$ cat src/rtl/axis_processor_arbiter.sv
// axis_processor_arbiter: shares one AXI-Stream processor among N_REQ requesters.
// Whole input packets are granted one at a time; each grant's requester ID is queued
// in a tag FIFO so processor output packets are routed back in grant order.
// Build option: define ARB_ROUND_ROBIN_EN for round-robin arbitration; otherwise
// fixed priority (lowest index wins) and no rotating pointer is built.
module axis_processor_arbiter #(
    parameter int N_REQ     = 4,
    parameter int INP_WIDTH = 8,
    parameter int OUT_WIDTH = 8,
    parameter int TAG_DEPTH = 4
) (
    input  logic                       clk,
    input  logic                       rst,
    input  logic [N_REQ*INP_WIDTH-1:0] s_axis_tdata,
    input  logic [N_REQ-1:0]           s_axis_tvalid,
    input  logic [N_REQ-1:0]           s_axis_tlast,
    output logic [N_REQ-1:0]           s_axis_tready,
    output logic [INP_WIDTH-1:0]       p_in_tdata,
    output logic                       p_in_tvalid,
    input  logic                       p_in_tready,
    input  logic [OUT_WIDTH-1:0]       p_out_tdata,
    input  logic                       p_out_tvalid,
    input  logic                       p_out_tlast,
    output logic                       p_out_tready,
    output logic [OUT_WIDTH-1:0]       m_axis_tdata,
    output logic [N_REQ-1:0]           m_axis_tvalid,
    output logic                       m_axis_tlast,
    input  logic [N_REQ-1:0]           m_axis_tready
);
    localparam int TW = $clog2(N_REQ);
    localparam int AW = $clog2(TAG_DEPTH);
    localparam int CW = AW + 1;

    typedef enum logic {IDLE, LOCKED} state_t;

    state_t                          state_q, state_d;
    logic [TW-1:0]                   g_q, g_d;
    logic [TW-1:0]                   sel;
    logic                            found;
    logic [N_REQ-1:0][INP_WIDTH-1:0] s_data;

    logic [TW-1:0] tag_mem [TAG_DEPTH];
    logic [AW-1:0] wr_ptr, rd_ptr;
    logic [CW-1:0] count;
    logic          full, empty, push, pop, in_eop;
    logic [TW-1:0] head;

    assign s_data = s_axis_tdata;
    assign full   = (count == CW'(TAG_DEPTH));
    assign empty  = (count == '0);
    assign head   = tag_mem[rd_ptr];

`ifdef ARB_ROUND_ROBIN_EN
    logic [TW-1:0] rr_ptr;
    logic [TW:0]   rr_sum;
    logic [TW-1:0] rr_idx;

    // Cyclic search for the first valid requester at or after rr_ptr.
    always_comb begin
        found  = 1'b0;
        sel    = '0;
        rr_sum = '0;
        rr_idx = '0;
        for (int k = 0; k < N_REQ; k++) begin
            rr_sum = {1'b0, rr_ptr} + (TW+1)'(k);
            if (rr_sum >= (TW+1)'(N_REQ))
                rr_sum = rr_sum - (TW+1)'(N_REQ);
            rr_idx = rr_sum[TW-1:0];
            if (!found && s_axis_tvalid[rr_idx]) begin
                found = 1'b1;
                sel   = rr_idx;
            end
        end
    end

    // Rotate the search start past the requester whose packet just ended.
    always_ff @(posedge clk) begin
        if (rst)
            rr_ptr <= '0;
        else if (in_eop)
            rr_ptr <= (g_q == TW'(N_REQ - 1)) ? '0 : g_q + 1'b1;
    end
`else
    // Fixed priority: lowest-index valid requester wins.
    always_comb begin
        found = 1'b0;
        sel   = '0;
        for (int k = 0; k < N_REQ; k++) begin
            if (!found && s_axis_tvalid[k]) begin
                found = 1'b1;
                sel   = TW'(k);
            end
        end
    end
`endif

    // Input FSM state and grant registers.
    always_ff @(posedge clk) begin
        if (rst) begin
            state_q <= IDLE;
            g_q     <= '0;
        end else begin
            state_q <= state_d;
            g_q     <= g_d;
        end
    end

    // Grant in IDLE, then pass the granted stream straight through until tlast.
    always_comb begin
        state_d       = state_q;
        g_d           = g_q;
        push          = 1'b0;
        in_eop        = 1'b0;
        s_axis_tready = '0;
        p_in_tvalid   = 1'b0;
        p_in_tdata    = '0;
        case (state_q)
            IDLE: begin
                if (found && !full) begin
                    g_d     = sel;
                    push    = 1'b1;
                    state_d = LOCKED;
                end
            end
            LOCKED: begin
                p_in_tdata         = s_data[g_q];
                p_in_tvalid        = s_axis_tvalid[g_q];
                s_axis_tready[g_q] = p_in_tready;
                // A dropped valid keeps the lock; only a tlast handshake releases it.
                if (s_axis_tvalid[g_q] && p_in_tready && s_axis_tlast[g_q]) begin
                    in_eop  = 1'b1;
                    state_d = IDLE;
                end
            end
            default: state_d = IDLE;
        endcase
    end

    // Tag FIFO pointers and occupancy; simultaneous push and pop leave count unchanged.
    always_ff @(posedge clk) begin
        if (rst) begin
            wr_ptr <= '0;
            rd_ptr <= '0;
            count  <= '0;
        end else begin
            if (push) wr_ptr <= wr_ptr + 1'b1;
            if (pop)  rd_ptr <= rd_ptr + 1'b1;
            case ({push, pop})
                2'b10:   count <= count + 1'b1;
                2'b01:   count <= count - 1'b1;
                default: ;
            endcase
        end
    end

    // Tag storage needs no reset; occupancy decides what is meaningful.
    always_ff @(posedge clk) begin
        if (push) tag_mem[wr_ptr] <= sel;
    end

    // Route processor output to the head tag; everything idles while the FIFO is empty.
    always_comb begin
        p_out_tready  = 1'b0;
        m_axis_tvalid = '0;
        m_axis_tdata  = '0;
        m_axis_tlast  = 1'b0;
        pop           = 1'b0;
        if (!empty) begin
            m_axis_tvalid[head] = p_out_tvalid;
            p_out_tready        = m_axis_tready[head];
            m_axis_tdata        = p_out_tdata;
            m_axis_tlast        = p_out_tlast;
            pop                 = p_out_tvalid && m_axis_tready[head] && p_out_tlast;
        end
    end
endmodule

$ cat config.mk
export PLATFORM = sky130hd
export DESIGN_NAME = axis_processor_arbiter
export DESIGN_NICKNAME = d
export VERILOG_FILES = /design/src/rtl/axis_processor_arbiter.sv
export SDC_FILE = /design/constraint.sdc
export NUM_CORES = 1
export LEC_CHECK = 0
export BUFFER_PORTS_ARGS = -buffer_cell sky130_fd_sc_hd__buf_2
export CORE_UTILIZATION = 39
export DETAILED_ROUTE_END_ITERATION = 16
export GPL_TIMING_DRIVEN = 0
export PLACE_DENSITY = 0.77
export SYNTH_ARGS = -nofsm -noshare
export SYNTH_HDL_FRONTEND = slang
export SYNTH_SLANG_ARGS = --single-unit
$ cat constraint.sdc
create_clock -name clk -period 2.5 [get_ports clk]
set_input_delay 0.5 -clock clk [delete_from_list [all_inputs] [get_ports clk]]
set_output_delay 0.5 -clock clk [all_outputs]
set_load 0.05 [all_outputs]
# --- Word-level counts from Yosys, hierarchy flattened ---
# Memory sizes are Yosys's and may differ from the RTL's. A register that Yosys moved wholly into a read port is not among the register bits.
# Index checks and enable logic that the tools add are counted.
word_totals:
  reg_bits: 10
  mem_bits_rw: 8
  in_bits: 57
  output_inout_bits: 27
  wordCells: 73
  memories: 1
mem_list:
  columns: ["memory", "words", "word_bits", "read_ports", "rd_clocked_by_memory_dff", "write_ports", "line_no", "rtl"]
  rows:
  - ["tag_mem", 4, 2, 1, 1, 1, "42", "logic [TW-1:0] tag_mem [TAG_DEPTH];"]
op_classes:
  addsub: 4
  order_cmp: 4
  eq_ne: 3
  mux: 36
  bitwise_logic: 3
  n_reduce_logical: 17
ops:
  columns: ["operator", "n"]
  rows:
  - ["2-to-1 mux 8 bit", 3]
  - ["2-to-1 mux 1 bit", 19]
  - ["binary-select mux 8 bit (select 2 bit)", 1]
  - ["logical AND 1 bit", 10]
  - ["AND 4 bit", 2]
  - ["2-to-1 mux 2 bit", 4]
  - ["2-to-1 mux 4 bit", 2]
  - ["binary-select mux 1 bit (select 2 bit)", 3]
  - ["less-than comparator 2 x 3 -> 1 bit (second input constant)", 2]
  - ["one-hot mux 3 bit (2 select lines)", 1]
  - ["adder 2 x 1 -> 2 bit (second input constant)", 2]
  - ["demux 1 bit (select 2 bit)", 2]
  - [">= comparator 2 x 1 -> 1 bit (second input constant)", 2]
  - ["zero test 1 bit", 4]
  - ["adder 3 x 1 -> 3 bit (second input constant)", 1]
  - ["== test 3 bit (second input constant)", 1]
  - ["zero test 3 bit", 1]
  - ["subtractor 3 x 1 -> 3 bit (second input constant)", 1]
  - ["== test 2 x 1 -> 1 bit (second input constant)", 1]
  - ["== test 2 bit (second input constant)", 1]
  - ["one-hot mux 1 bit (2 select lines)", 1]
  - ["AND reduction 2 bit", 1]
  - ["nonzero test 2 bit", 1]
  - ["inverter 1 bit", 1]

# --- Depth between registers and ports, before layout ---
# Gate-level depths: netlist (run 1).
depth:
  depth_word: 15
  ltp_mapped: 10
  depth_no_buf: 10

# --- Worst setup path before layout (run 1) ---
# Ideal clock, no wire load.
synth_timing:
  path_type: "register to register"
  startpoint: "register (tool-made name)"
  endpoint: "register count[2]"
  setup_time_ns: 0.070
  t_arrival_ns: 2.615
  setup_slack_ns: -0.184
  path_stages_with_launch: 11
  path_buffers: 0
  path_cell_list: "dfxtp_1 mux4_2 mux2i_1 mux2_4 nor2_4 ha_1 inv_1 fa_1 xor2_1 or3_1 a21oi_1"
synth_lines:
  columns: ["element", "line_no", "rtl"]
  rows:
  - ["end signal, assigned", "149", "2'b10: count <= count + 1'b1;"]
  - ["end signal, assigned", "150", "2'b01: count <= count - 1'b1;"]
  - ["end, declared", "44", "logic [CW-1:0] count;"]

==> impl_metrics.py, run 1 <==
metrics = {
    "clocking": {
        "path_clk_slew_ns": 0.10,
        "clk_latency_ns": 0.29,
        "cts_buffer_depth": 2,
        "cts-root-buf": "clkbuf_4",
        "cts_buffers": 3,
        "tritoncts": "built",
        "hold_buffers": 0,
        "clock-sinks": 20,
        "cts.htree.levels": 1,
    },
    "floorplan": {
        "die_area_um2": 3761,
        "io_pins": 84,
        "fp-row-count": 21,
        "start_util": 0.4081,
        "die_width_um": 61.33,
        "coreArea_um2": 3363,
        "die_h_um": 61.33,
    },
    "power": {
        "intPower_uw": 769.1,
        "sw_frac_of_total": 0.4774,
        "power.switching_uw": 702.6,
        "vdd_drop_max_v": 0.0002242,
        "power.leakage_uw": 0.0009211,
        "combPwrFrac": 0.602,
        "p_per_area_nw_per_um2": 752.6,
        "seqPwrFrac": 0.294,
        "power_frac_clock": 0.104,
    },
    "global_routing": {
        "grt_overflow": 0,
        "grt_max_degree": 12,
        "grt_first_pass_wirelength_mm": 4.712,
        "grt_pass1_vias": 1196,
        "grtUsageTotal": 0.1729,
        "antenna_found_initial": 0,
    },
    "cells_and_area": {
        "drive_gt1_frac": 0.5545,
        "nNetsFinal": 284,
        "syn_to_final_growth_pct": 42.48,
        "finalInstanceArea_um2": 1956,
        "n_fill_cell": 318,
        "layout.cells.most_common_list": "buf_2, nor2_1, and2_1",
        "layout_commonest_cell": "buf_2",
        "n_antenna_cell": 0,
    },
    "detailed_routing": {
        "drt_iter0_markers": 22,
        "drt_wl_total_mm": 3.123,
        "post-route-drc-count": 0,
        "post_drt_via_cell_ratio": 4.925,
        "wl_per_cell_um": 11.74,
        "first_pass_iters": 4,
        "ant_nets": 0,
        "vias": 1310,
    },
    "placed_design": {
        "gp_congestion": 0.7315,
        "place_ws_ns": -0.2312,
        "place_area_um2": 1862,
        "io_buffers": 83,
        "place_hpwl_mm": 2.642,
    },
    "yosys": {
        "syn_avg_cell_area_um2": 10.72,
        "synth-warning-count": 0,
        "synth_seq_area_share": 0.3500,
        "synthCells": 128,
        "synth_cell_types": 29,
        "synth_nets": 191,
        "mappedNetlistArea_um2": 1373,
        "yosys_register_bits": 20,
    },
    "job": {
        "drv_cap": 0,
    },
    "sta": {
        "max_freq_ghz": 0.3791,
        "max_slew.worst_pin.slew_ns": 0.7864,
        "rsz0062_at_grt": "yes",
        "timing_hold_violations_final": 0,
        "fin_ws_ns": -0.1379,
        "fin_crit_sh": 1.055,
        "period_minus_slack_ns": 2.638,
        "slew_viol_final": 0,
        "slew_headroom": 0.4758,
        "skew_ns": 0.004230,
        "setup_viol": 2,
    },
    "setup_path": {
        "critPathMaxFanout": 3,
        "cp.required_ns": 2.00,
        "crit_slowest_cell": "mux4_2",
        "cp.arrival_ns": 2.14,
        "critPathTopFamily": "multiplexers",
        "path_buf_inv": 3,
        "path_class": "register to output pin",
        "critPathCaptureType": "output pin",
        "start_kind": "register",
        "cp_cell_sequence": "mux4_2 > mux2i_1 > mux2_4 > buf_4 > buf_6 > nor2_4 > buf_8",
        "slowest_delay_ns": 0.55,
    },
    "outcome": {
        "violations": "setup timing",
        "status": "complete, but fails checks",
    },
    "min_path": {
        "hold_class": "register to register",
    },
}
## cell families after synthesis
family                     after synthesis  share of synthesized area
AOI/OAI and AO/OA                        6                    0.02916
xor gates and xnor gates                 3                    0.01915
adders and majority gates                6                    0.06016
buffers and inverters                   14                    0.04011
DFF                                     20                     0.3500
muxes                                   21                     0.2689
and+or+nand+nor                         58                     0.2325
## cell type report
cell class	count	area, um2	share of cell area
multi-input cells	94	859.6	0.4395
flip-flops and latches	20	483.0	0.2470
repair buffers	89	474.2	0.2425
well taps	46	57.56	0.02943
inverters	8	30.03	0.01536
clock buffers	4	26.28	0.01344
plain buffers	5	25.02	0.01280
## metrics by stage
stage	TNS [ns]	utilization	power, uW	std cells	hold slack, ns
global route	-0.5160	0.5815	1578	266	0.5827
global placement	-0.2386	0.5536	1245	257	0.5057
CTS	-0.2139	0.5729	1447	264	0.5345
detailed placement	-0.3073	0.5536	1258	257	0.5118
finish	-0.2652	0.5815	1472	266	0.5335
floorplan	-0.1800	-	1072	128	0.4812
## cells in the mapped netlist, drive strengths merged
| library cell | number | area, um2 |
|---|---|---|
| nor2 | 18 | 75.07 |
| and2 | 13 | 81.33 |
| dfxtp | 12 | 240.2 |
| mux4 | 12 | 270.3 |
| nor2b | 11 | 68.82 |
| edfxtp | 8 | 240.2 |
| inv | 8 | 30.03 |
| ha | 5 | 62.56 |
| mux2i | 5 | 50.05 |
| a21oi | 4 | 20.02 |
| clkbuf | 4 | 15.01 |
| mux2 | 4 | 48.79 |
| nand2 | 4 | 15.01 |
| nor3 | 4 | 20.02 |
| buf | 2 | 10.01 |
| nand3 | 2 | 10.01 |
| nor3b | 2 | 20.02 |
| xor2 | 2 | 17.52 |
| a311oi | 1 | 15.01 |
| and2b | 1 | 8.760 |
| and3 | 1 | 7.510 |
| fa | 1 | 20.02 |
| nor4 | 1 | 6.260 |
| o21ai | 1 | 5.000 |
| or3 | 1 | 6.260 |
| xnor2 | 1 | 8.760 |
## registers in the layout, summed over array words and instances, names as in the netlist, named ones only
name and flops:
wr_ptr 2, tag_mem 8, count 3, g_q 2, rd_ptr 2, state_q 1
## per-layer routing
metal / global-route usage / vias to the layer above / routed length (um)
met3: 0.03571 / 2 / 301
li1: - / 632 / -
met1: 0.1609 / 597 / 1134
met2: 0.3711 / 79 / 1672
met4: 0.03896 / 0 / 14
met5: 0 / - / 0
## path summary, 6_finish.rpt
| check | slack, ns | startpoint | endpoint | cells past startpoint |
|---|---|---|---|---|
| worst min register to register | 0.53 | count[2]$_SDFFE_PP0P_ | count[2]$_SDFFE_PP0P_ | 2 |
| worst min-delay path | 0.53 | count[2]$_SDFFE_PP0P_ | count[2]$_SDFFE_PP0P_ | 2 |
| worst max register to register | -0.13 | register | count[2]$_SDFFE_PP0P_ | 10 |
| worst max-delay path | -0.14 | register | p_out_tready | 7 |
## worst reg2reg max path, cell delays in order, from the launching register on
cell	delay, ns
dfxtp_2	0.37
mux4_2	0.55
mux2i_1	0.14
mux2_4	0.29
nor2_4	0.12
ha_4	0.15
inv_2	0.03
fa_2	0.32
xor2_1	0.15
or3_1	0.30
a21oi_1	0.14
## repair_timing
item | CTS | global route
setup endpoints to repair | 9 | 9
endpoints found under the hold margin | 0 | 0
pin swaps | 3 | 2
cloned | 0 | 0
gates resized for setup | 6 | 5
buffers inserted | 4 | 2
## power groups by stage
stage	registers, uW	logic, uW	clock network (uW)
global placement	435	811	0
CTS	433	856	158
global route	440	960	178
floorplan	427	645	0
finish	433	886	153
detailed placement	436	822	0
Power figures use the tool's default switching activity.
==> run 2: changes to the inputs <==
- REMOVE_ABC_BUFFERS: not set -> 1
==> impl_metrics.py, run 2 (same netlist as run 1, synthesis figures left out) <==
metrics = {
    "floorplan": {
        "die_width_um": 61.33,
        "start_util": 0.4081,
        "coreArea_um2": 3363,
        "fp-row-count": 21,
        "die_area_um2": 3761,
        "die_h_um": 61.33,
        "io_pins": 84,
    },
    "power": {
        "power_frac_clock": 0.107,
        "power.leakage_uw": 0.0008983,
        "p_per_area_nw_per_um2": 753.2,
        "power.switching_uw": 700.2,
        "combPwrFrac": 0.582,
        "intPower_uw": 752.0,
        "seqPwrFrac": 0.311,
        "vdd_drop_max_v": 0.0002515,
        "sw_frac_of_total": 0.4822,
    },
    "setup_path": {
        "path_class": "register to register",
        "cp.required_ns": 2.75,
        "critPathCaptureType": "register",
        "critPathTopFamily": "multiplexers",
        "start_kind": "register",
        "critPathMaxFanout": 3,
        "cp_cell_sequence": "mux4_2 > mux2i_1 > mux2_4 > nor2_4 > ha_4 > inv_2 > fa_2 > xor2_1 > or3_1 > a21oi_2",
        "slowest_delay_ns": 0.55,
        "cp.arrival_ns": 2.90,
        "path_buf_inv": 1,
        "crit_slowest_cell": "mux4_2",
    },
    "clocking": {
        "cts.htree.levels": 1,
        "clk_latency_ns": 0.31,
        "cts_buffer_depth": 2,
        "path_clk_slew_ns": 0.11,
        "clock-sinks": 20,
        "cts-root-buf": "clkbuf_4",
        "cts_buffers": 3,
        "tritoncts": "built",
        "hold_buffers": 0,
    },
    "detailed_routing": {
        "dr_wl_met2_mm": 1.546,
        "routed.top_layer": "met4",
        "drt-met1-wl_mm": 1.046,
        "post_drt_via_cell_ratio": 4.934,
        "ant_nets": 0,
        "drt_wl_total_mm": 2.939,
        "post-route-drc-count": 0,
        "vias": 1278,
        "wl_per_cell_um": 11.35,
        "dr_wl_met3_um": 289,
        "first_pass_iters": 4,
        "drt_iter0_markers": 9,
    },
    "global_routing": {
        "grt_pass1_vias": 1127,
        "grtUsageTotal": 0.1660,
        "grt_overflow": 0,
        "grt_first_pass_wirelength_mm": 4.388,
        "grt_max_degree": 15,
        "antenna_found_initial": 0,
    },
    "min_path": {
        "hold_class": "input port to register",
    },
    "cells_and_area": {
        "layout_commonest_cell": "buf_2",
        "top_register": "tag_mem",
        "n_antenna_cell": 0,
        "nNetsFinal": 277,
        "top_regs": "tag_mem (8), count (3)",
        "post-route-util": 0.5733,
        "regArea_um2": 484.2,
        "layout.cells.most_common_list": "buf_2, nor2_1, and2_1",
        "finalInstanceArea_um2": 1928,
        "n_fill_cell": 305,
        "multi_input_area_um2": 874.6,
        "drive_gt1_frac": 0.5634,
        "largest_reg_flops": 8,
        "syn_to_final_growth_pct": 40.47,
    },
    "sta": {
        "max_freq_ghz": 0.3781,
        "fin_ws_ns": -0.1451,
        "fin_crit_sh": 1.058,
        "slew_headroom": 0.5055,
        "period_minus_slack_ns": 2.645,
        "setup_viol": 2,
        "max_slew.worst_pin.slew_ns": 0.7417,
        "rsz0062_at_grt": "yes",
        "skew_ns": 0.006776,
        "slew_viol_final": 0,
        "timing_hold_violations_final": 0,
    },
    "placed_design": {
        "place_ws_ns": -0.3406,
        "place_area_um2": 1821,
        "io_buffers": 83,
        "place_hpwl_mm": 2.410,
        "gp_congestion": 0.7040,
    },
    "job": {
        "drv_cap": 0,
    },
    "outcome": {
        "status": "complete, but fails checks",
        "violations": "setup timing",
    },
}
-- run 2: cell type report --
cell class	instances	area share
Tap cell	46	0.02985
Clock inverter	1	0.001947
Multi-Input combinational cell	94	0.4536
Inverter	8	0.01557
Clock buffer	3	0.01168
Sequential cell	20	0.2511
Timing Repair Buffer	87	0.2362
-- run 2: power by group through the flow --
stage	logic, uW	registers (uW)	clock network [uW]
after floorplan	615	437	0
after global placement	770	451	0
after detailed placement	780	453	0
after CTS	837	449	162
after global routing	922	462	172
final	845	452	155
-- run 2: what timing repair did --
| action | in CTS | in global routing |
|---|---|---|
| pin swaps | 4 | 1 |
| hold endpoints to repair | 0 | 0 |
| setup buffers | 4 | 0 |
| resized for setup | 12 | 3 |
| setup endpoints to repair | 16 | 7 |
-- run 2: through the flow --
step	power (uW)	hold WS, ns	instances	setup TNS [ns]
2_1_floorplan	1052	0.4778	122	-0.3149
3_3_place_gp	1222	0.5072	251	-0.4170
3_5_place_dp	1233	0.5199	251	-0.4681
4_1_cts	1449	0.4851	259	-0.2285
5_1_grt	1557	0.4963	259	-0.4395
6_report	1452	0.4891	259	-0.1977
-- run 2: metal layers --
| metal | up-vias | global-route usage |
|---|---|---|
| met5 | - | 0 |
| met4 | 0 | 0.07792 |
| met3 | 5 | 0.02941 |
| met2 | 76 | 0.3354 |
| met1 | 578 | 0.1588 |
| li1 | 619 | - |
-- run 2: worst register-to-register path: stages (launching register included) --
cell and delay, ns:
dfxtp_2 0.37, mux4_2 0.55, mux2i_1 0.14, mux2_4 0.30
nor2_4 0.13, ha_4 0.16, inv_2 0.03, fa_2 0.32
xor2_1 0.15, or3_1 0.33, a21oi_2 0.12
-- run 2: final timing paths --
path / startpoint / end / slack (ns) / cells past startpoint
worst max-delay path: register / count[2]$_SDFFE_PP0P_ / -0.15 / 10
worst min register to register: wr_ptr[1]$_SDFFE_PP0P_ / wr_ptr[1]$_SDFFE_PP0P_ / 0.57 / 2
worst min-delay path: rst / count[2]$_SDFFE_PP0P_ / 0.49 / 2
worst max register to register: register / count[2]$_SDFFE_PP0P_ / -0.15 / 10
